File: config.mk
export PLATFORM = sky130hd
export DESIGN_NAME = apb_slave_mem
export DESIGN_NICKNAME = d
export VERILOG_FILES = /design/src/rtl/apb_slave_mem.sv
export SDC_FILE = /design/constraint.sdc
export NUM_CORES = 1
export LEC_CHECK = 0
export ABC_AREA = 1
export BUFFER_PORTS_ARGS = -buffer_cell sky130_fd_sc_hd__buf_2
export CAP_MARGIN = 20
export CELL_PAD_IN_SITES_DETAIL_PLACEMENT = 1
export CELL_PAD_IN_SITES_GLOBAL_PLACEMENT = 2
export CORE_MARGIN = 10
export CORE_UTILIZATION = 35
export CTS_BUF_LIST = sky130_fd_sc_hd__clkbuf_4
export DETAILED_ROUTE_END_ITERATION = 10
export GPL_TIMING_DRIVEN = 0
export PLACE_DENSITY = 0.93
export SLEW_MARGIN = 20
export SYNTH_ARGS = -nofsm -noshare
export SYNTH_HDL_FRONTEND = slang
export SYNTH_SLANG_ARGS = --single-unit
File: constraint.sdc
create_clock -name clk -period 1.9 [get_ports clk]
set_input_delay 0.095 -clock clk [delete_from_list [all_inputs] [get_ports clk]]
set_output_delay 0.095 -clock clk [all_outputs]
set_load 0.1 [all_outputs]
File: src/rtl/apb_slave_mem.sv
// APB completer: DEPTH-word register memory with programmable access-phase
// wait states and an error response for addresses at or above DEPTH.
module apb_slave_mem #(
  parameter int ADDR_W      = 4,
  parameter int DATA_W      = 8,
  parameter int DEPTH       = 12,
  parameter int WAIT_CYCLES = 1
) (
  input  logic              clk,
  input  logic              rst,
  input  logic              psel,
  input  logic              penable,
  input  logic              pwrite,
  input  logic [ADDR_W-1:0] paddr,
  input  logic [DATA_W-1:0] pwdata,
  output logic [DATA_W-1:0] prdata,
  output logic              pready,
  output logic              pslverr
);

  localparam int IDX_W = (DEPTH > 1) ? $clog2(DEPTH) : 1;
  localparam logic [3:0]      WAIT_INIT = 4'(WAIT_CYCLES);
  localparam logic [ADDR_W:0] DEPTH_LIM = (ADDR_W + 1)'(DEPTH);

  typedef enum logic {IDLE, ACCESS} state_t;

  state_t            state, state_n;
  logic [3:0]        cnt, cnt_n;
  logic [ADDR_W-1:0] addr_q;
  logic              write_q;
  logic [DATA_W-1:0] wdata_q;
  logic [DATA_W-1:0] mem [DEPTH];

  logic              latch, complete, finish;
  logic [ADDR_W-1:0] op_addr;
  logic              op_write;
  logic [DATA_W-1:0] op_wdata;
  logic              op_err;
  logic [IDX_W-1:0]  op_idx;

  always_comb begin
    state_n  = state;
    cnt_n    = cnt;
    latch    = 1'b0;
    complete = 1'b0;
    finish   = 1'b0;
    case (state)
      IDLE: begin
        if (psel && !penable) begin
          latch    = 1'b1;
          state_n  = ACCESS;
          cnt_n    = WAIT_INIT;
          complete = (WAIT_INIT == '0);
        end
      end
      ACCESS: begin
        if (pready) begin
          finish  = 1'b1;
          state_n = IDLE;
        end else if (!psel) begin
          state_n = IDLE;
        end else begin
          cnt_n    = cnt - 4'd1;
          complete = (cnt == 4'd1);
        end
      end
      default: state_n = IDLE;
    endcase
  end

  // Zero-wait completion happens on the setup edge, before the latches are loaded,
  // so the operation is taken straight from the bus while in IDLE.
  always_comb begin
    op_addr  = (state == IDLE) ? paddr  : addr_q;
    op_write = (state == IDLE) ? pwrite : write_q;
    op_wdata = (state == IDLE) ? pwdata : wdata_q;
    op_err   = ({1'b0, op_addr} >= DEPTH_LIM);
    op_idx   = op_addr[IDX_W-1:0];
  end

  always_ff @(posedge clk) begin
    if (rst) begin
      state   <= IDLE;
      cnt     <= '0;
      addr_q  <= '0;
      write_q <= 1'b0;
      wdata_q <= '0;
      prdata  <= '0;
      pready  <= 1'b0;
      pslverr <= 1'b0;
      mem     <= '{default: '0};
    end else begin
      state <= state_n;
      cnt   <= cnt_n;
      if (latch) begin
        addr_q  <= paddr;
        write_q <= pwrite;
        wdata_q <= pwdata;
      end
      if (complete) begin
        pready  <= 1'b1;
        pslverr <= op_err;
        if (op_err)
          prdata <= '0;
        else if (op_write)
          mem[op_idx] <= op_wdata;
        else
          prdata <= mem[op_idx];
      end else if (finish) begin
        pready  <= 1'b0;
        pslverr <= 1'b0;
      end
    end
  end

endmodule
==> results of run 1 <==
## worst max path at each step
stage                        startpoint              endpoint  slack (ns)  cells past startpoint
finish                 state$_SDFF_PP0_  mem[81]$_SDFFE_PP0P_      -0.009                     10
CTS                    state$_SDFF_PP0_  mem[37]$_SDFFE_PP0P_       0.003                     10
global placement       state$_SDFF_PP0_  mem[26]$_SDFFE_PP0P_       -0.60                      6
floorplan           pready$_SDFFE_PP0P_  mem[55]$_SDFFE_PP0P_        0.19                      9
detailed placement     state$_SDFF_PP0_  mem[34]$_SDFFE_PP0P_       -0.63                      6
global route           state$_SDFF_PP0_  mem[81]$_SDFFE_PP0P_       -0.09                     10
## final cells by class
cell class / instances / area, sq um
Clock inverter: 11 / 126
Clock buffer: 20 / 150
Timing Repair Buffer: 82 / 731
Multi-Input combinational cell: 690 / 3380
Buffer: 50 / 428
Antenna cell: 2 / 5.00
Inverter: 94 / 370
Tap cell: 225 / 282
Sequential cell: 124 / 2490
Fill cell: 2287 / 9340
## worst max-delay path, stage by stage, from the launching register on
cell,delay (ns)
dfxtp_4,0.44
buf_12,0.17
nand2_1,0.10
o21ai_4,0.08
buf_12,0.15
buf_4,0.14
nand2_4,0.08
nor2_4,0.18
buf_4,0.16
nand3_1,0.09
a21oi_1,0.21
## sequential cells by signal (all words and copies together) (netlist names)
| register | cells |
|---|---|
| addr_q | 4 |
| cnt | 4 |
| mem | 96 |
| prdata | 8 |
| pready | 1 |
| pslverr | 1 |
| state | 1 |
| wdata_q | 8 |
| write_q | 1 |
## Yosys cell counts, drive strengths merged, types with 2 or more instances
master,number
nand2,333
nand3,140
dfxtp,124
a21oi,97
inv,94
nor2,71
clkbuf,33
o21ai,33
buf,18
nand3b,8
nor3,4
ha,2
## power by group through the flow
stage | combinational, mW | sequential, mW | clock (mW)
after floorplan | 0.456 | 2.70 | 0
after global placement | 0.716 | 2.69 | 0
after detailed placement | 0.721 | 2.69 | 0
after CTS | 0.863 | 2.63 | 1.98
after global routing | 1.05 | 2.64 | 2.10
final | 0.978 | 2.64 | 1.94
## layer usage
layer  track usage  vias up  part of all wire
met4        0.0722        0             0.028
met1         0.247     3286              0.44
met2         0.320      199              0.48
met5             0        -                 0
met3        0.0347       52             0.050
li1              -     3259                 -
## through the flow
step | setup WS (ns) | TNS [ns] | instance area (sq um) | total power [mW] | utilization
CTS | 0.00274 | 0 | 7510 | 5.48 | 0.434
global route | -0.0881 | -0.564 | 7960 | 5.79 | 0.460
floorplan | 0.187 | 0 | 6160 | 3.15 | -
detailed placement | -0.628 | -48.19 | 6570 | 3.41 | 0.380
global placement | -0.596 | -44.66 | 6570 | 3.41 | 0.380
finish | -0.00902 | -0.00902 | 7960 | 5.56 | 0.460
## repair_timing
action | CTS | global route
buffers inserted | 26 | 9
setup endpoints to repair | 115 | 115
hold buffers | 18 | 0
cloned | 0 | 4
pin swaps | 12 | 11
resized for setup | 89 | 97
hold endpoints to repair | 18 | 0
## kinds of logic (layout without fill, tap and decap cells)
group / count (synthesis) / in the layout
AOI/OAI and AO/OA: 132 / 132
adders and majority gates: 2 / 2
buffers and inverters: 145 / 257
DFF: 124 / 124
other: 0 / 2
and+or+nand+nor: 556 / 556
==> metrics.csv, run 1 <==
stage;metric;value;unit
power_and_ir_drop;Clock Power Share;0.350;
die;Initial Util;0.356;
synthesis;Yosys top cell by area;dfxtp_1;
setup_path;CP Capture Type;flip-flop;
setup_path;CP arrival;2.39;ns
detailed_routing;final WL;24.7;mm
detailed_routing;via/cell ratio;5.24;
cts;CTS max path bufs;2;
worst_hold_path;HP Start;pwdata[4];
synthesis;sequential fraction of the synthesis area;0.403;
synthesis;multiplexer share of the synthesized area;0;
worst_hold_path;Hold Path Depth;4;
power_and_ir_drop;Sw Share;0.305;
timing;Worst-Margin Slew;0.781;ns
grt;number of global-route vias before repair;6540;
synthesis;FF+latch count, synth;124;
detailed_routing;DRC violations left;0;
setup_path;FF-to-FF path depth;10;
die;die width;153;um
worst_hold_path;Hold/Removal Path Class;input port to flip-flop;
synthesis;top_reg_cell synth;dfxtp_1;
power_and_ir_drop;Pint;3.86;mW
timing;max_slew headroom;0.479;
cts;CTS Sinks;124;
synthesis;Synth cell types;22;
synthesis;XOR/XNOR Fraction of Synth Area;0;
cts;Clk pin slew, worst setup/hold paths;0.11;ns
detailed_routing;Initial DRC Count;521;
grt;initial antenna violation count;1;
finish;area grow syn2layout;29.2;%
status;failing checks;setup timing;
finish;most frequent cells in the layout;307 x nand2_1, 140 x nand3_1, 122 x dfxtp_1;
timing;Tcrit/Tclk final;1.00;
timing;unrepaired setup endpoints after global routing;yes;
timing;Hold Slack;0.322;ns
finish;NumNets Final;1078;
setup_path;FF-to-FF setup slack;-0.009;ns
synthesis;average size of a mapped cell;6.43;sq um
synthesis;post-synthesis simple-gate area fraction;0.391;
timing;final-report hold violation count;0;
setup_path;crit path kind;flip-flop to flip-flop;
grt;largest net degree at the start of global routing;17;
timing;Achievable Freq;524;MHz
place;routability cong.;0.869;
timing;clk_skew;0.0179;ns
flow_run;max cap viols;0;
die;Die Ht;153;um
setup_path;beginning of the worst register-to-register path;state$_SDFF_PP0_;
status;status;finished with violations;
grt;gr usage total;0.194;
cts;H-tree depth;4;
die;die area;23300;sq um
cts;Clock Latency Late Sink;0.58;ns
synthesis;Synth Cell Area;6160;sq um
synthesis;largest family of logic cells by synthesized area;simple AND/OR/NAND/NOR gates;
power_and_ir_drop;PwrDens;698;nW/um^2
detailed_routing;Antenna Nets Post-Route;0;
cts;CTS buffer count;17;
power_and_ir_drop;switching power total;1.70;mW
detailed_routing;DR WL/cell;19.0;um
detailed_routing;DR vias;6796;
setup_path;CP Max Fanout;10;
timing;Final Max Tran Viols;0;
synthesis;Post-synth EDFFs;0;
finish;layout cells sized above 1;0.190;
power_and_ir_drop;Combinational Power Share;0.176;
power_and_ir_drop;Leak;3.23;nW
die;Ports;27;
place;placed wire-length estimate;15.6;mm
synthesis;syn nets;978;
detailed_routing;DRT Pass-1 Iters;5;
synthesis;ranking of synthesized cells by area;dfxtp_1 40%, nand2_1 20%, nand3_1 11%;
setup_path;FF-to-FF End;mem[81]$_SDFFE_PP0P_;
finish;commonest non-fill, non-tap cell in the layout;nand2_1;
power_and_ir_drop;sequential share of power;0.474;
setup_path;Startpoint Class;flip-flop;
worst_hold_path;worst hold endpoint;wdata_q[4]$_SDFFE_PP0P_;
timing;worst setup margin;-0.00902;ns
power_and_ir_drop;peak supply drop;0.000333;V
synthesis;Post-Synthesis Cells;959;
die;cell row count;48;
finish;non-filler cells, final;1298;
synthesis;Yosys warning count;0;
grt;gr ovfl total;0;
cts;CTS tree;done;
setup_path;Worst Path Required;2.38;ns
timing;final setup fails;1;
synthesis;Compound-Gate Fraction of Synth Area;0.109;
place;dpl cells;1209;
grt;global-route wire length before repair;36.2;mm
synthesis;share of the synthesized area in the top cell type;0.403;
place;I/O Buffers;25;
synthesis;post-synthesis async set-or-reset flop share;0;
cts;CTS root buf;clkbuf_4;
die;core area;17300;sq um
timing;minimum clock period;1.91;ns
synthesis;post-synthesis adder-cell area fraction;0.00406;
Power figures use the tool's default switching activity.
==> run 2: changes to the inputs <==
- ABC_AREA: 1 -> default
- CORE_UTILIZATION: 35 -> 40
==> run 2 against run 1 <==
The flow still finishes with violations (setup timing). Via count is 8.2% lower. Final cell count is 27% lower. Area after synthesis is 7.8% lower. Highest routed layer unchanged. Global-route usage is 5.4 points higher. Wire length is 16% higher. Power is 5.5% lower. Sequential power hardly changed. First-iteration DRC count is 62% higher. Critical path depth stayed put. Final area is 5.7% higher. Clock power is 10% lower. Register-to-register slack worse by 0.41 ns. Critical path type unchanged.
==> metrics.csv, run 2 <==
stage;metric;value;unit
finish;Largest Register;mem;
finish;area grow syn2layout;48.0;%
detailed_routing;DRC violations left;0;
die;die area;19400;sq um
timing;Achievable Freq;432;MHz
setup_path;CP Max Fanout;7;
setup_path;crit-path cells;inv_2 -> ha_4 -> nor3b_4 -> o2111ai_4 -> buf_12 -> buf_16 -> nor3_4 -> buf_6 -> nor2_4 -> a211oi_1;
timing;Final Max Tran Viols;0;
die;cell row count;43;
synthesis;top_reg_cell synth;dfxtp_1;
grt;number of global-route vias before repair;6267;
timing;clk_skew;0.0228;ns
setup_path;CP Capture Type;flip-flop;
finish;most frequent cells in the layout;117 x dfxtp_1, 84 x a211oi_2, 58 x nor2_1;
die;Ports;27;
grt;gr ovfl total;0;
timing;max_slew headroom;0.220;
cts;CTS max path bufs;2;
place;I/O Buffers;25;
synthesis;most frequent cell after synthesis;dfxtp_1;
finish;layout cells sized above 1;0.493;
synthesis;Commonest cells post-synth;124 x dfxtp_1, 103 x nor2_1, 77 x a211oi_1;
synthesis;Post-Synthesis Cells;615;
synthesis;Post-synth EDFFs;0;
status;failing checks;setup timing;
synthesis;average size of a mapped cell;9.24;sq um
finish;max reg flops;96;
detailed_routing;Antenna Nets Post-Route;0;
die;Initial Util;0.409;
cts;CTS Sinks;124;
cts;CTS tree;done;
setup_path;Worst Path Required;2.39;ns
grt;global routing usage on met1;0.293;
setup_path;Startpoint Class;flip-flop;
power_and_ir_drop;PwrDens;624;nW/um^2
flow_run;max cap viols;0;
die;Die Ht;139;um
synthesis;Yosys top cell by area;dfxtp_1;
setup_path;Largest stage delay, worst path;0.35;ns
synthesis;FF+latch count, synth;124;
synthesis;Synth cell types;55;
synthesis;Synth Cell Area;5680;sq um
detailed_routing;DRT Pass-1 Iters;7;
cts;H-tree depth;4;
timing;final setup fails;105;
worst_hold_path;Hold/Removal Path Class;input port to flip-flop;
power_and_ir_drop;Power Total;5.25;mW
setup_path;crit path kind;flip-flop to flip-flop;
power_and_ir_drop;Leak;2.98;nW
cts;Clock Latency Late Sink;0.60;ns
die;core area;13900;sq um
grt;met2 Track Usage GR;0.413;
detailed_routing;via/cell ratio;6.61;
grt;largest net degree at the start of global routing;17;
timing;final-report hold violation count;0;
synthesis;Yosys warning count;0;
status;status;finished with violations;
synthesis;share of the synthesized area in the top cell type;0.437;
die;die width;139;um
power_and_ir_drop;peak supply drop;0.000452;V
detailed_routing;final WL;28.6;mm
detailed_routing;DR vias;6241;
timing;worst setup margin;-0.417;ns
timing;minimum clock period;2.32;ns
finish;commonest non-fill, non-tap cell in the layout;dfxtp_1;
detailed_routing;DR WL/cell;30.3;um
cts;CTS buffer count;17;
grt;global-route wire length before repair;37.9;mm
detailed_routing;Initial DRC Count;843;
finish;NumNets Final;771;
synthesis;sequential fraction of the synthesis area;0.437;
timing;Worst-Margin Slew;1.17;ns
synthesis;ranking of synthesized cells by area;dfxtp_1 44%, a211oi_1 10%, nor2_1 6.8%;
place;Place WS;-0.814;ns
synthesis;syn nets;634;
grt;GR peak layer;met2;
timing;unrepaired setup endpoints after global routing;yes;
cts;Clk pin slew, worst setup/hold paths;0.12;ns
setup_path;critical path's slowest cell;dfxtp_2;
synthesis;post-synthesis async set-or-reset flop share;0;
setup_path;CP arrival;2.81;ns
cts;CTS root buf;clkbuf_4;
grt;initial antenna violation count;0;
finish;biggest registers after layout;mem x96, prdata x8, wdata_q x8;
place;placed wire-length estimate;13.2;mm
grt;M3 GR Usage;0.0486;
timing;Tcrit/Tclk final;1.22;
grt;gr usage total;0.248;
finish;Fill cells;1501;
place;routability cong.;0.816;
-- run 2: cell types whose count changed after synthesis, moves of 12 or more --
cell | previous run | this run
a211oi_1 | 0 | 77
a211oi_2 | 0 | 12
a21oi_1 | 97 | 36
inv_1 | 86 | 14
mux2i_1 | 0 | 18
nand2_1 | 326 | 36
nand3_1 | 140 | 2
nor2_1 | 56 | 103
o21ai_0 | 30 | 16
o22ai_1 | 1 | 33
-- run 2: cell type report --
cell class	count	area (sq um)	share of cell area
diodes	1	2.50	0.000297
clock inverters	11	80.1	0.00952
clock buffers	19	143	0.0170
inverters	14	52.6	0.00625
well taps	180	225	0.0268
repair buffers	121	1220	0.145
flip-flops and latches	124	2500	0.297
plain buffers	50	484	0.0576
multi-input cells	424	3710	0.441
-- run 2: cells by family (layout without fill, tap and decap cells) --
family	after synthesis	after routing	share of synthesized area
fa+ha+maj	2	2	0.00440
mux	26	26	0.0495
flops	124	124	0.437
xor+xnor	2	2	0.00308
buf+inv	67	215	0.0621
compound gates	203	203	0.259
other cells	0	1	0
simple gates	191	191	0.185
-- run 2: worst max-delay path: cells and delay by family (launching register included) --
family | cells | cell delay, ns
AO/OA/AOI/OAI | 2 | 0.49
adder cells (fa/ha/maj) | 1 | 0.12
buffers and inverters | 4 | 0.63
flip-flops | 1 | 0.35
AND/OR/NAND/NOR | 3 | 0.62
-- run 2: worst paths after layout --
| path | start | to | slack (ns) | depth (start not counted) |
|---|---|---|---|---|
| max reg2reg | cnt[1]$_SDFFE_PP0P_ | mem[63]$_SDFFE_PP0P_ | -0.42 | 10 |
| min | paddr[0] | mem[80]$_SDFFE_PP0P_ | 0.28 | 6 |
| max | cnt[1]$_SDFFE_PP0P_ | mem[63]$_SDFFE_PP0P_ | -0.42 | 10 |
| min reg2reg | prdata[2]$_SDFFE_PP0P_ | prdata[2]$_SDFFE_PP0P_ | 0.50 | 1 |
-- run 2: per-stage QoR --
stage / instance area [sq um] / hold WS, ns / TNS (ns) / utilization / cells
2_1_floorplan: 5750 / 0.231 / -2.93 / - / 615
3_3_place_gp: 6100 / 0.347 / -52.93 / 0.440 / 820
3_5_place_dp: 6100 / 0.356 / -57.55 / 0.440 / 820
4_1_cts: 7950 / 0.222 / -17.49 / 0.573 / 929
5_1_grt: 8410 / 0.282 / -27.56 / 0.606 / 943
6_report: 8410 / 0.281 / -22.67 / 0.606 / 944
-- run 2: repair_timing --
item	4_1_cts	5_1_grt
endpoints found under the setup margin	119	117
resized for setup	198	97
buffers inserted	61	17
gates cloned	7	1
endpoints found under the hold margin	27	0
hold buffers	14	0
pin swaps	87	57
-- run 2: metal layers --
layer | vias up | wire, um
li1 | 2546 | -
met1 | 3125 | 10700
met2 | 431 | 14100
met3 | 139 | 2110
met4 | 0 | 1660
met5 | - | 0
-- run 2: where the power goes --
| part | internal [mW] | leakage, nW | switching [mW] |
|---|---|---|---|
| clock network | 0.634 | 0.124 | 1.11 |
| logic | 0.290 | 1.85 | 0.576 |
| registers | 2.62 | 1.00 | 0.0252 |
